**src/rtl/inic_ram_seq_if.sv**
```systemverilog
// Bus bundle between a start/abort controller (master) and the RAM init sequencer (slave).
interface inic_ram_seq_if #(
    parameter int unsigned RAM_AW = 32,
    parameter int unsigned ROM_AW = 17
);
    logic              do_it_inic_ram;
    logic              abort;
    logic              rom_to_ram;
    logic [ROM_AW-1:0] dir_rom;
    logic              rom_enable;
    logic [RAM_AW-1:0] dir_ram;
    logic              w_ram_enable;
    logic              r_ram_enable;
    logic              busy;
    logic              done;

    modport master (
        output do_it_inic_ram,
        output abort,
        input  rom_to_ram,
        input  dir_rom,
        input  rom_enable,
        input  dir_ram,
        input  w_ram_enable,
        input  r_ram_enable,
        input  busy,
        input  done
    );

    modport slave (
        input  do_it_inic_ram,
        input  abort,
        output rom_to_ram,
        output dir_rom,
        output rom_enable,
        output dir_ram,
        output w_ram_enable,
        output r_ram_enable,
        output busy,
        output done
    );
endinterface

```
**src/rtl/inic_ram_seq.sv**
```systemverilog
// RAM initialisation sequencer: walks RAM positions 0..N_REG-1, copying ROM entry 0 into the
// first N_ZERO positions and ROM entries 1.. into the rest. Optional one-cycle ROM latency.
module inic_ram_seq #(
    parameter int unsigned N_REG  = 32,
    parameter int unsigned N_ZERO = 16,
    parameter int unsigned ONEHOT = 1,
    parameter int unsigned RD_LAT = 0
) (
    input logic           clk,
    input logic           reset,
    inic_ram_seq_if.slave bus
);
    localparam int unsigned ROM_D  = N_REG - N_ZERO + 1;
    localparam int unsigned RAM_AW = (ONEHOT != 0) ? N_REG : $clog2(N_REG);
    localparam int unsigned ROM_AW = (ONEHOT != 0) ? ROM_D : $clog2(ROM_D);
    localparam int unsigned IW     = $clog2(N_REG + 1);

    typedef enum logic [1:0] {StIdle, StRun, StDrain, StDone} state_e;

    state_e        r_state;
    state_e        w_state_nxt;
    logic [IW-1:0] r_idx;
    logic          r_pipe_vld;
    logic [IW-1:0] r_pipe_idx;
    logic          w_last;
    logic          w_rom_act;
    logic          w_ram_act;
    logic [IW-1:0] w_rom_idx;
    logic [IW-1:0] w_ram_idx;

    assign w_last = (r_idx == IW'(N_REG - 1));

    // State register
    always_ff @(posedge clk or posedge reset) begin
        if (reset) begin
            r_state <= StIdle;
        end else begin
            r_state <= w_state_nxt;
        end
    end

    // Next-state logic; abort only matters while a run is in flight
    always_comb begin
        w_state_nxt = r_state;
        case (r_state)
            StIdle:  if (bus.do_it_inic_ram) w_state_nxt = StRun;
            StRun: begin
                if (bus.abort) begin
                    w_state_nxt = StIdle;
                end else if (w_last) begin
                    w_state_nxt = (RD_LAT != 0) ? StDrain : StDone;
                end
            end
            StDrain: w_state_nxt = bus.abort ? StIdle : StDone;
            StDone:  w_state_nxt = StIdle;
            default: w_state_nxt = StIdle;
        endcase
    end

    // Position counter: counts through RUN, held at zero everywhere else
    always_ff @(posedge clk or posedge reset) begin
        if (reset) begin
            r_idx <= '0;
        end else if ((r_state == StRun) && !bus.abort) begin
            r_idx <= r_idx + IW'(1);
        end else begin
            r_idx <= '0;
        end
    end

    // Write stage that trails the ROM address by one cycle when ROM data is registered
    always_ff @(posedge clk or posedge reset) begin
        if (reset) begin
            r_pipe_vld <= 1'b0;
            r_pipe_idx <= '0;
        end else begin
            r_pipe_vld <= (r_state == StRun) && !bus.abort;
            r_pipe_idx <= r_idx;
        end
    end

    // Output decode: ROM/RAM addresses are zero whenever their side is idle
    always_comb begin
        w_rom_act = (r_state == StRun);
        w_ram_act = (RD_LAT != 0) ? r_pipe_vld : (r_state == StRun);
        w_ram_idx = (RD_LAT != 0) ? r_pipe_idx : r_idx;
        // Signed compare keeps N_ZERO == 0 from becoming a constant unsigned test
        if (int'(r_idx) < int'(N_ZERO)) begin
            w_rom_idx = '0;
        end else begin
            w_rom_idx = r_idx - IW'(N_ZERO) + IW'(1);
        end

        bus.rom_enable   = w_rom_act;
        bus.w_ram_enable = w_ram_act;
        bus.rom_to_ram   = w_rom_act | w_ram_act;
        bus.r_ram_enable = 1'b0;
        bus.busy         = (r_state == StRun) || (r_state == StDrain);
        bus.done         = (r_state == StDone);
        bus.dir_rom      = '0;
        bus.dir_ram      = '0;
        if (w_rom_act) begin
            bus.dir_rom = (ONEHOT != 0) ? (ROM_AW'(1) << w_rom_idx) : ROM_AW'(w_rom_idx);
        end
        if (w_ram_act) begin
            bus.dir_ram = (ONEHOT != 0) ? (RAM_AW'(1) << w_ram_idx) : RAM_AW'(w_ram_idx);
        end
    end
endmodule

```
**src/flat_wrapper.sv**
```systemverilog
// flat-port wrapper written by rule: the top's interface ports become plain ports
module inic_ram_seq_flat 
#(
    parameter int unsigned N_REG  = 32,
    parameter int unsigned N_ZERO = 16,
    parameter int unsigned ONEHOT = 1,
    parameter int unsigned RD_LAT = 0
)
  (clk, reset, bus_do_it_inic_ram, bus_abort, bus_rom_to_ram, bus_dir_rom, bus_rom_enable, bus_dir_ram, bus_w_ram_enable, bus_r_ram_enable, bus_busy, bus_done);
  inic_ram_seq_if #(.RAM_AW(32), .ROM_AW(17)) bus_i ();
  input logic clk;
  input logic reset;
  input wire logic [$bits(bus_i.do_it_inic_ram)-1:0] bus_do_it_inic_ram;
  input wire logic [$bits(bus_i.abort)-1:0] bus_abort;
  output wire logic [$bits(bus_i.rom_to_ram)-1:0] bus_rom_to_ram;
  output wire logic [$bits(bus_i.dir_rom)-1:0] bus_dir_rom;
  output wire logic [$bits(bus_i.rom_enable)-1:0] bus_rom_enable;
  output wire logic [$bits(bus_i.dir_ram)-1:0] bus_dir_ram;
  output wire logic [$bits(bus_i.w_ram_enable)-1:0] bus_w_ram_enable;
  output wire logic [$bits(bus_i.r_ram_enable)-1:0] bus_r_ram_enable;
  output wire logic [$bits(bus_i.busy)-1:0] bus_busy;
  output wire logic [$bits(bus_i.done)-1:0] bus_done;
  assign bus_i.do_it_inic_ram = bus_do_it_inic_ram;
  assign bus_i.abort = bus_abort;
  assign bus_rom_to_ram = bus_i.rom_to_ram;
  assign bus_dir_rom = bus_i.dir_rom;
  assign bus_rom_enable = bus_i.rom_enable;
  assign bus_dir_ram = bus_i.dir_ram;
  assign bus_w_ram_enable = bus_i.w_ram_enable;
  assign bus_r_ram_enable = bus_i.r_ram_enable;
  assign bus_busy = bus_i.busy;
  assign bus_done = bus_i.done;
  inic_ram_seq #(.N_REG(N_REG), .N_ZERO(N_ZERO), .ONEHOT(ONEHOT), .RD_LAT(RD_LAT)) u_core (.clk(clk), .reset(reset), .bus(bus_i));
endmodule
```
**config.mk**
```make
export PLATFORM = sky130hd
export DESIGN_NAME = inic_ram_seq_flat
export DESIGN_NICKNAME = d
export VERILOG_FILES = /design/src/rtl/inic_ram_seq_if.sv /design/src/rtl/inic_ram_seq.sv /design/src/flat_wrapper.sv
export SDC_FILE = /design/constraint.sdc
export NUM_CORES = 1
export LEC_CHECK = 0
export ABC_CLOCK_PERIOD_IN_PS = 2100
export CAP_MARGIN = 10
export CORE_ASPECT_RATIO = 1.1
export CORE_UTILIZATION = 36
export CTS_CLUSTER_DIAMETER = 200
export DETAILED_ROUTE_END_ITERATION = 10
export PLACE_DENSITY = 0.77
export SLEW_MARGIN = 20
export SYNTH_ARGS = -nofsm -noshare
export SYNTH_HDL_FRONTEND = slang
export SYNTH_SLANG_ARGS = --single-unit
```
**constraint.sdc**
```tcl
create_clock -name clk -period 2.1 [get_ports clk]
set_clock_uncertainty 0.1 [all_clocks]
set_input_delay 0.315 -clock clk [delete_from_list [all_inputs] [get_ports clk]]
set_output_delay 0.315 -clock clk [all_outputs]
set_load 0.1 [all_outputs]
```
==> parameters.txt, run 1 <==
Parameter                              Value

Place
  Number of buffers added on ports    57
  Post-DP Area    between 2000 and 3000 um2
  Dpl hpwl    ~4800 um
  Routability cong.    0.895

Logic synthesis
  Post-synthesis instance area    1120 um2
  Synthesized netlist cell count    roughly 150
  Nets in the synthesized netlist    161
  Average size of a mapped cell    7.62 um2
  Post-synth cell types    40
  Seq cells post-synth    8
  Yosys synthesis warning count    0
  Seq/Total Area, Yosys    0.179

CTS
  Clk buf depth    2
  Number of cells upsized or downsized after cts    51
  Clock buffer count from CTS    3
  Buffer cell driving the clock tree root    sky130_fd_sc_hd__clkbuf_4
  Number of sinks on the clock net    8
  Hold bufs inserted after CTS    0
  Buffers inserted by post-CTS timing repair    21
  Total number of H-tree levels    1

Run status
  Status    did not finish
  Tool error    [ERROR DPL-0038] Utilization greater than 100%, impossible to legalize
  Stage where the flow stopped    4_1_cts

Floorplanning
  Chip width    55.2 um
  Overall die height    just over 60 um
  Initial Util    0.393
  Num rows    20
  Top Ports    59
## cells by family after synthesis
group / Yosys count / share of synthesized area
other: 1 / 0.00335
buffers and inverters: 20 / 0.0994
adder cells (fa/ha/maj): 10 / 0.112
XOR/XNOR: 3 / 0.0235
multiplexers: 4 / 0.0413
AND/OR/NAND/NOR: 90 / 0.445
AO/OA/AOI/OAI: 11 / 0.0972
flip-flops: 8 / 0.179
## cells in the mapped netlist, drive strengths merged
library cell | instances | area, um2
xnor2 | 1 | 8.76
nor4b | 1 | 15.0
inv | 9 | 33.8
nand2 | 8 | 30.0
mux2i | 2 | 20.0
and2 | 11 | 71.3
o21ai | 3 | 15.0
nor2 | 23 | 88.8
buf | 9 | 70.1
nand3 | 6 | 35.0
a211oi | 1 | 7.51
nor3 | 10 | 50.1
nand3b | 1 | 7.51
mux2 | 2 | 26.3
and4 | 1 | 8.76
a21oi | 2 | 10.0
nor4 | 2 | 12.5
ha | 10 | 125
clkbuf | 2 | 7.51
o31ai | 2 | 28.8
a32oi | 1 | 27.5
nand2b | 5 | 38.8
and3 | 19 | 119
dfrtp | 8 | 200
conb | 1 | 3.75
o22ai | 1 | 12.5
nor2b | 1 | 6.26
a21o | 1 | 7.51
xor2 | 2 | 17.5
nand4b | 1 | 8.76
or2 | 1 | 6.26
## through the flow
step	instances	hold slack [ps]	setup slack, ps
3_3_place_gp	249	388	-89.5
2_1_floorplan	147	30.6	-592
3_5_place_dp	249	404	-326
==> inputs of run 2 (changes only) <==
- ABC_CLOCK_PERIOD_IN_PS: 2100 -> 2700
- CORE_ASPECT_RATIO: 1.1 -> unset
- CORE_UTILIZATION: 36 -> 30
- CTS_CLUSTER_DIAMETER: 200 -> unset
- PLACE_DENSITY: 0.77 -> unset
- PLACE_DENSITY_LB_ADDON: unset -> 0.15
- clock period: 2.1 -> 2.7 ns (I/O delays scaled with it)
==> parameters.txt, run 2 <==
Parameter                              Value

Run status
  Status    finished clean (was did not finish)

Pwr
  Power per cell area    586 nW/um2
  LEAKAGE    1.07 nW
  Final Total Pwr    1.44 mW
  Worst ir drop on vdd    slightly below 1 mV

Floorplanning
  Total Die Area    ~4000 um2
  Overall die height    63.1 um (was 60.5 um)
  Initial Util    0.325 (was 0.393)
  Chip width    63.1 um (was 55.2 um)
  Top Ports    59 (unchanged)
  Num rows    21 (was 20)
  Area of the core    3440 um2

CTS
  Clock buffer count from CTS    3 (unchanged)
  Clock tree from TritonCTS    done
  Number of sinks on the clock net    8 (unchanged)
  Hold bufs inserted after CTS    0 (unchanged)
  Total number of H-tree levels    1 (unchanged)
  Clk buf depth    2 (unchanged)
  Later-pin clock latency in the skew report    230 ps
  CTS clk-pin slew, worst paths    40 ps
  Buffer cell driving the clock tree root    sky130_fd_sc_hd__clkbuf_8 (was sky130_fd_sc_hd__clkbuf_4)

Run
  Number of maximum-capacitance violations    0

Logic synthesis
  Cell with the most instances after synthesis    sky130_fd_sc_hd__nor2_1 (unchanged)
  Average size of a mapped cell    7.62 um2 (unchanged)
  Proportion of synthesized flip-flops having asynchronous set or reset    1.00 (unchanged)
  Post-synth cell types    40 (unchanged)
  Top-area cell type share of the netlist area    0.179 (unchanged)
  Yosys synthesis warning count    0 (unchanged)
  Synthesized netlist cell count    147 (unchanged)
  Seq cells post-synth    8 (unchanged)
  Number of enable-type register cells in the synthesized netlist    0 (unchanged)
  Commonest cells post-synth    sky130_fd_sc_hd__nor2_1, sky130_fd_sc_hd__and3_1, sky130_fd_sc_hd__and2_1, sky130_fd_sc_hd__ha_1, sky130_fd_sc_hd__nor3_1 (unchanged)
  Prevailing post-synth register cell    sky130_fd_sc_hd__dfrtp_1 (unchanged)
  Ranking of synthesized cells by area    sky130_fd_sc_hd__dfrtp_1, sky130_fd_sc_hd__ha_1, sky130_fd_sc_hd__and3_1 (unchanged)
  Nets in the synthesized netlist    161 (unchanged)
  Seq/Total Area, Yosys    0.179 (unchanged)
  Post-synthesis instance area    1120 um2 (unchanged)
  Cell type with the largest total area after synthesis    sky130_fd_sc_hd__dfrtp_1 (unchanged)

STA
  Number of failing setup endpoints in the final timing report    0
  Post-route fraction of the period consumed by the critical path    0.965
  Final Slew Violations    0
  Max Fclk    384 MHz
  Transition time of the tightest slew-check pin    591 ps
  Tmin final    between 2000 and 3000 ps
  Relative slew slack    0.606
  Hold Violations, Final    0
  RSZ-0062 raised after global routing    false

Layout
  Flip-flop count of the largest register after layout    6
  Total inserted antenna cells    0
  Fraction of the core area covered by cells at the end of the flow    0.712
  Fillers    approximately 230
  Area overhead of the layout relative to synthesis    119%
  Top reg by flops    u_core.r_idx
  Commonest cells after routing, fill and taps aside    sky130_fd_sc_hd__buf_12, sky130_fd_sc_hd__and3_1, sky130_fd_sc_hd__nor2_1
  Final #Nets    218
  Top Registers    u_core.r_idx x6, u_core.r_state x2
  Most common library cell in the layout ignoring fill and taps    sky130_fd_sc_hd__buf_12
  Area of all placed cells without fillers    2450 um2
  Layout cells sized above 1    0.488

Place
  Post-DP Area    2370 um2 (was 2800 um2)
  Number of buffers added on ports    57 (unchanged)
  Dpl hpwl    2990 um (was 4820 um)
  Routability cong.    0.851 (was 0.895)

Detailed routing
  Overall via count from detail_route    1267
  Post-route DRC violation count    0
  WL/cell    between 10 and 15 um
  Routed Wire Length    around 3600 um
  Routed Antenna Nets    0
  Via count normalized by instance count    a little over 5
  DRC violation total after the first TritonRoute iteration    just over 50
  Iteration count of the initial detailed-routing pass    4

Critical path
  Critical Path AT    2100 ps
  Type of element launching the critical path    flip-flop
  Kind of critical path    flip-flop to output port
  Element type at the critical path end    output port
  Cell depth of the worst flop-to-flop path    5
  Data required time at the worst endpoint    2190 ps
  Critical path peak fanout    8

GRT
  Initial antenna violation count    0
  Pin count of the biggest net entering global routing    15
  Wire length of the first global-routing pass    6030 um
  Fraction of met1 tracks used by global routing    0.218
  Global routing's busiest layer    met2
  Vias in the first global route    ~1300
  Congestion Overflow GR    0
  Overall routing resource usage    0.187
  Met3 capacity usage during global routing    0.0326
  Global-route met2 utilization    0.339

Hold path
  Worst min path class    input port to asynchronous set/reset pin
run 2: cell counts after synthesis:
No cell type changed its count.
run 2: what timing repair did:
action	4_1_cts	5_1_grt
setup buffers	0	1
resized for setup	2	5
endpoints found under the setup margin	6	10
pin swaps	0	3
run 2: layout make-up:
class,instances,area (um2),area share
repair buffers,63,1090,0.446
well taps,46,57.6,0.0235
inverters,9,33.8,0.0138
multi-input cells,119,1020,0.415
flip-flops and latches,8,203,0.0827
clock buffers,4,45.0,0.0184
run 2: worst paths after layout:
kind	from	endpoint	slack (ps)
min in group clk	u_core.r_state[1]	u_core.r_state[1]	430
min	reset	u_core.r_idx[5]	320
max	u_core.r_idx[0]	bus_dir_rom[10]	90
max reg2reg	u_core.r_state[1]	u_core.r_state[1]	950
max in group asynchronous	reset	u_core.r_idx[1]	1930
min reg2reg	u_core.r_state[1]	u_core.r_state[1]	430
run 2: per-stage QoR:
stage	TNS, ps	std cells	hold slack [ps]	setup WS (ps)
floorplan	-1620	147	121	-226
detailed placement	0	244	425	205
finish	0	249	318	94.7
global route	0	249	349	4.04
CTS	0	248	316	52.3
global placement	0	244	418	288
run 2: metal layers:
layer	share of wire	vias to the layer above	wire length (um)
met3	0.048	8	172
met5	0	-	0
li1	-	611	-
met1	0.42	603	1500
met2	0.51	45	1840
met4	0.018	0	65
run 2: worst max-delay path, cell delays in order (launching register included):
cell and delay [ps]:
sky130_fd_sc_hd__dfrtp_1 440, sky130_fd_sc_hd__buf_4 200, sky130_fd_sc_hd__and2_4 150, sky130_fd_sc_hd__o21ai_1 210, sky130_fd_sc_hd__a32oi_4 270, sky130_fd_sc_hd__nor4b_4 380, sky130_fd_sc_hd__buf_12 210
run 2: where the power goes:
| group | internal [mW] | switching, mW | leakage (nW) |
|---|---|---|---|
| clock | 0.102 | 0.0476 | 0.0228 |
| sequential | 0.143 | 0.0293 | 0.104 |
| combinational | 0.287 | 0.826 | 0.942 |
run 2: kinds of logic (layout without fill, tap and decap cells):
logic type | Yosys count | count (layout) | share of synthesized area
AND/OR/NAND/NOR | 90 | 90 | 0.445
buffers and inverters | 20 | 76 | 0.0994
AO/OA/AOI/OAI | 11 | 11 | 0.0972
adder cells (fa/ha/maj) | 10 | 10 | 0.112
flip-flops | 8 | 8 | 0.179
multiplexers | 4 | 4 | 0.0413
XOR/XNOR | 3 | 3 | 0.0235
other | 1 | 1 | 0.00335
Note: power is estimated with default switching activity, not from simulation.
